[src/rtl/mips_defs.sv]
// Shared MIPS encodings and the control-transfer classifier used by the fetch unit.
package mips_defs;

  localparam logic [5:0]  OP_SPECIAL   = 6'b000000;
  localparam logic [5:0]  OP_REGIMM    = 6'b000001;
  localparam logic [5:0]  OP_J         = 6'b000010;
  localparam logic [5:0]  OP_JAL       = 6'b000011;
  localparam logic [5:0]  OP_BEQ       = 6'b000100;
  localparam logic [5:0]  OP_BNE       = 6'b000101;
  localparam logic [5:0]  FN_JR        = 6'b001000;
  localparam logic [5:0]  FN_JALR      = 6'b001001;
  localparam logic [4:0]  RT_BLTZ      = 5'b00000;
  localparam logic [4:0]  RT_BGEZ      = 5'b00001;
  localparam logic [31:0] RESET_PC_DEF = 32'h0000_3000;
  localparam logic [31:0] NOP          = 32'h0000_0000;

  typedef enum logic [2:0] {
    XF_NONE,
    XF_BEQ,
    XF_BNE,
    XF_BGEZ,
    XF_BLTZ,
    XF_JUMP,
    XF_JREG
  } xfer_e;

  function automatic xfer_e decode_xfer(input logic [31:0] instr);
    xfer_e kind;
    kind = XF_NONE;
    case (instr[31:26])
      OP_BEQ:       kind = XF_BEQ;
      OP_BNE:       kind = XF_BNE;
      OP_REGIMM: begin
        if (instr[20:16] == RT_BGEZ)      kind = XF_BGEZ;
        else if (instr[20:16] == RT_BLTZ) kind = XF_BLTZ;
      end
      OP_J, OP_JAL: kind = XF_JUMP;
      OP_SPECIAL: begin
        if (instr[5:0] == FN_JR || instr[5:0] == FN_JALR) kind = XF_JREG;
      end
      default:      kind = XF_NONE;
    endcase
    return kind;
  endfunction

endpackage

[src/rtl/npc_calc.sv]
// Decodes the instruction in ID, resolves whether it transfers control and
// picks the next fetch address.
module npc_calc
  import mips_defs::*;
(
  input  logic [31:0] id_instr,
  input  logic [31:0] id_pc4,
  input  logic [31:0] pc_if,
  input  logic        cmp_equal,
  input  logic        cmp_bgez,
  input  logic [31:0] rs_data,
  input  logic        redirect,
  output logic        take,
  output logic [31:0] npc
);

  xfer_e       kind;
  logic [31:0] br_off;
  logic [31:0] target;

  assign kind   = decode_xfer(id_instr);
  assign br_off = {{14{id_instr[15]}}, id_instr[15:0], 2'b00};

  always_comb begin
    take   = 1'b0;
    target = id_pc4 + br_off;
    case (kind)
      XF_BEQ:  take = cmp_equal;
      XF_BNE:  take = !cmp_equal;
      XF_BGEZ: take = cmp_bgez;
      XF_BLTZ: take = !cmp_bgez;
      XF_JUMP: begin
        take   = 1'b1;
        target = {id_pc4[31:28], id_instr[25:0], 2'b00};
      end
      XF_JREG: begin
        take   = 1'b1;
        target = rs_data;
      end
      default: take = 1'b0;
    endcase
  end

  // Caller qualifies take with valid/stall before it steers the PC.
  assign npc = redirect ? target : pc_if + 32'd4;

endmodule

[src/rtl/fetch_pc_unit.sv]
// IF stage and IF/ID register: PC, fetched-instruction latch, redirect and
// a saturating count of taken control transfers.
module fetch_pc_unit
  import mips_defs::*;
#(
  parameter logic [31:0] RESET_PC   = RESET_PC_DEF,
  parameter bit          DELAY_SLOT = 1'b1
) (
  input  logic        clk,
  input  logic        reset_n,
  input  logic        stall,
  input  logic [31:0] instr_if,
  input  logic        cmp_equal,
  input  logic        cmp_bgez,
  input  logic [31:0] rs_data,
  output logic [31:0] pc_if,
  output logic [31:0] id_instr,
  output logic [31:0] id_pc4,
  output logic        id_valid,
  output logic        redirect,
  output logic [31:0] taken_count
);

  logic        take;
  logic [31:0] npc;
  logic [31:0] pc_plus4;

  assign pc_plus4 = pc_if + 32'd4;
  // Operands are not final during a stall, so the branch waits and re-resolves.
  assign redirect = id_valid & !stall & take;

  npc_calc u_npc_calc (
    .id_instr  (id_instr),
    .id_pc4    (id_pc4),
    .pc_if     (pc_if),
    .cmp_equal (cmp_equal),
    .cmp_bgez  (cmp_bgez),
    .rs_data   (rs_data),
    .redirect  (redirect),
    .take      (take),
    .npc       (npc)
  );

  always_ff @(posedge clk) begin
    if (!reset_n) begin
      pc_if       <= RESET_PC;
      id_instr    <= NOP;
      id_pc4      <= 32'd0;
      id_valid    <= 1'b0;
      taken_count <= 32'd0;
    end else if (!stall) begin
      pc_if <= npc;
      if (!DELAY_SLOT && redirect) begin
        id_instr <= NOP;
        id_pc4   <= 32'd0;
        id_valid <= 1'b0;
      end else begin
        id_instr <= instr_if;
        id_pc4   <= pc_plus4;
        id_valid <= 1'b1;
      end
      if (redirect && taken_count != 32'hFFFF_FFFF) begin
        taken_count <= taken_count + 32'd1;
      end
    end
  end

endmodule

[config.mk]
export PLATFORM = sky130hd
export DESIGN_NAME = fetch_pc_unit
export DESIGN_NICKNAME = d
export VERILOG_FILES = /design/src/rtl/mips_defs.sv /design/src/rtl/npc_calc.sv /design/src/rtl/fetch_pc_unit.sv
export SDC_FILE = /design/constraint.sdc
export NUM_CORES = 1
export LEC_CHECK = 0
export CAP_MARGIN = 20
export CORE_ASPECT_RATIO = 0.7
export CORE_UTILIZATION = 51
export DETAILED_ROUTE_END_ITERATION = 10
export GPL_ROUTABILITY_DRIVEN = 1
export MAX_ROUTING_LAYER = met4
export PLACE_DENSITY_LB_ADDON = 0.3
export SYNTH_ARGS = -nofsm -noshare
export SYNTH_HDL_FRONTEND = slang
export SYNTH_SLANG_ARGS = --single-unit
[constraint.sdc]
create_clock -name clk -period 3.1 [get_ports clk]
set_input_delay 0.62 -clock clk [delete_from_list [all_inputs] [get_ports clk]]
set_output_delay 0.62 -clock clk [all_outputs]
set_load 0.01 [all_outputs]
==> out/qor.yml <==
status: "finished clean"
slew_headroom: 0.576
first_iter_violations: 751
crit_buf_inv: 1
cts_sinks: 129
synth_nets: 1120
synth_area_leaders: "dfxtp_1 31%, ha_1 4.7%, mux2i_1 4.6%, xnor2_1 4.4%, nand2_1 4.0%"
ant_nets: 0
reg2reg_depth: 10
cpPeakStageDelay_ns: 0.45
holdCritPathClass: "reg2reg"
fin_nets: 1330
rr_endpoint: "pc_if[23]$_SDFFE_PN0N_"
cts_max_path_buffers: 2
yosysWarnings: 0
first_pass_iters: 7
grt.overflow.total: 0
yosysSeqAreaShare: 0.310
track_usage: 0.341
synthCells: 1019
worstSetupStartpointType: "register"
rsz0062_at_grt: "true"
p_per_area_nw_per_um2: 409
die_w_microns: 155
placed_cells: 1429
fmax_mhz: 323
postCtsHoldBufs: 0
cts_max_level: 4
arrival_ns: 3.41
cts_buffers: 17
path_clk_slew_ns: 0.06
whs_endpoint: "taken_count[31]$_SDFFE_PN0P_"
worstPathMaxFanout: 6
crit_family: "compound AO/OA/AOI/OAI gates"
worst_slew_pin_slew_ns: 0.636
io_pins: 199
finalPower_mw: 4.64
dieArea_sq_um: 16900
viasPerCell: 6.05
worst_setup_path_end_kind: "register"
hold_depth: 2
vdd_drop_max_v: 0.000374
die_h_microns: 109
worstHoldStart: "taken_count[31]$_SDFFE_PN0P_"
hpwl_microns: 20200
cap_violations: 0
grt_pass1_vias: 7901
worst_path_max_delay_cell: "a2111oi_0"
async_reset_ff_frac: 0
critPathKind: "reg2reg"
cp.required_ns: 3.42
cellLeakagePower_nw: 4.41
timing.final.crit_period_ns: 3.10
drc: 0
r2r_slack_ns: 0.003
cts_tree: "done"
n_antenna_cell: 0
wl_per_cell_microns: 18.9
syn_area_per_cell_sq_um: 8.17
initial_utilization: 0.529
num_rows: 38
core_region_area_sq_um: 15700
finalSetupViolCount: 0
finalHoldViolCount: 0
slew_viol_final: 0
antenna_found_initial: 0
final_cells: 1462
grt_first_pass_wirelength_microns: 43200
synth.top_cell.area_share: 0.310
synthDistinctLibCells: 74
synth_edf_count: 0
ys_ff_latch: 129
fin_skew_ns: 0.0105
port_buffers: 198
finalCritPeriodShare: 0.999
place.gp.congestion: 0.972
grt_max_degree: 53
synth_ff_type: "dfxtp_1"
drt-total-wl_microns: 27700
area_growth_pct: 36.0
clock_latency_ns: 0.43
crit_cells: 10
layout-drive-gt1-share: 0.0894
syn_area_sq_um: 8330
vias: 8848
worstPathCellList: "ha_1, a21o_1, a21o_1, a221o_1, nor3_1, o21ai_0, buf_4, a2111oi_0, nor3_1, o2111a_1"
yosysTopAreaCell: "dfxtp_1"
clock_tree.root_cell: "clkbuf_16"
worstReg2RegStart: "id_instr[10]$_SDFFE_PN0N_"
[Yosys cell counts (all sizes together) (10+ instances only)]
cell type / count
a211oi: 10
a21boi: 12
a21o: 12
a21oi: 62
a22oi: 15
a31oi: 14
and2: 45
and3: 21
buf: 20
clkbuf: 47
dfxtp: 129
ha: 31
inv: 19
mux2i: 38
nand2: 89
nand3: 50
nand4: 25
nor2: 51
nor2b: 40
nor3: 10
o211a: 10
o211ai: 10
o21a: 12
o21ai: 58
or3: 11
xnor2: 42
xor2: 29
[worst max path at each step]
stage                                   start                      to
finish              id_instr[10]$_SDFFE_PN0N_  pc_if[23]$_SDFFE_PN0N_
global route        id_instr[20]$_SDFFE_PN0N_                redirect
CTS                 id_instr[18]$_SDFFE_PN0N_                redirect
detailed placement   id_instr[1]$_SDFFE_PN0N_  pc_if[31]$_SDFFE_PN0N_
global placement                    cmp_equal                redirect
floorplan           id_instr[31]$_SDFFE_PN0N_                redirect
[cells in the final DEF (no fill, tap or decap), drive strengths merged, types with 7 or more instances in the layout]
master / Yosys / layout
clkdlybuf4s50: 0 / 195
dfxtp: 129 / 129
nand2: 89 / 89
buf: 20 / 62
a21oi: 62 / 62
o21ai: 58 / 58
nor2: 51 / 51
nand3: 50 / 50
and2: 45 / 45
xnor2: 42 / 42
nor2b: 40 / 40
mux2i: 38 / 38
ha: 31 / 31
xor2: 29 / 29
nand4: 25 / 25
and3: 21 / 21
inv: 19 / 20
clkbuf: 47 / 18
a22oi: 15 / 15
a31oi: 14 / 14
a21o: 12 / 12
o21a: 12 / 12
a21boi: 12 / 12
or3: 11 / 11
nor3: 10 / 10
o211a: 10 / 10
o211ai: 10 / 10
a211oi: 10 / 10
nor4: 9 / 9
o221ai: 9 / 9
nor3b: 8 / 8
nand2b: 8 / 8
and4: 7 / 7
clkinv: 1 / 7
[power by group]
part / internal (mW) / switching [mW] / total [mW]
registers: 1.72 / 0.0780 / 1.80
clock network: 1.18 / 0.806 / 1.98
logic: 0.419 / 0.431 / 0.850
total: 3.32 / 1.32 / 4.64
[cell type report]
class                      instances  area [sq um]
multi-input combinational        803          5400
fill                            1236          4410
sequential                       129          2580
timing repair buffer             258          2430
clock buffer                      18           429
tap                              220           275
clock inverter                    14           140
inverter                          20          75.1
[worst register-to-register path, stage by stage, from the launching register on]
cell and delay (ns):
dfxtp_1 0.43, ha_1 0.34, a21o_1 0.23, a21o_1 0.20, a221o_1 0.40, nor3_1 0.37
o21ai_0 0.15, buf_4 0.17, a2111oi_0 0.45, nor3_1 0.11, o2111a_1 0.14
[metal layers]
layer | GRT usage | vias to the layer above | wire (microns)
li1 | - | 4165 | -
met4 | 0.125 | 0 | 716
met1 | 0.455 | 4192 | 12600
met2 | 0.515 | 438 | 12100
met3 | 0.0636 | 53 | 2220
met5 | - | - | 0
[per-stage QoR]
stage | util | setup WS [ns] | TNS (ns) | hold slack, ns | cell area (sq um)
6_report | 0.720 | 0.00341 | 0 | 0.508 | 11300
5_1_grt | 0.720 | -0.0253 | -0.0419 | 0.535 | 11300
4_1_cts | 0.718 | -0.0127 | -0.0127 | 0.513 | 11300
3_5_place_dp | 0.681 | 0.00358 | 0 | 0.502 | 10700
3_3_place_gp | 0.681 | 0.0592 | 0 | 0.490 | 10700
2_1_floorplan | - | 0.298 | 0 | 0.488 | 8330
[flip-flops by register name, indices dropped and copies added, names as in the netlist]
| name | count |
|---|---|
| id_pc4 | 32 |
| pc_if | 32 |
| id_instr | 32 |
| taken_count | 32 |
| id_valid | 1 |
[logic make-up after synthesis]
family | share of synthesized area
xor+xnor | 0.0747
mux | 0.0457
fa+ha+maj | 0.0490
simple gates | 0.248
flops | 0.310
compound gates | 0.227
buf+inv | 0.0460
[timing repair]
item	4_1_cts	5_1_grt
gates resized for setup	3	7
endpoints found under the setup margin	3	6
setup buffers	0	1
pin swaps	0	4
(Power assumes the default switching activity.)
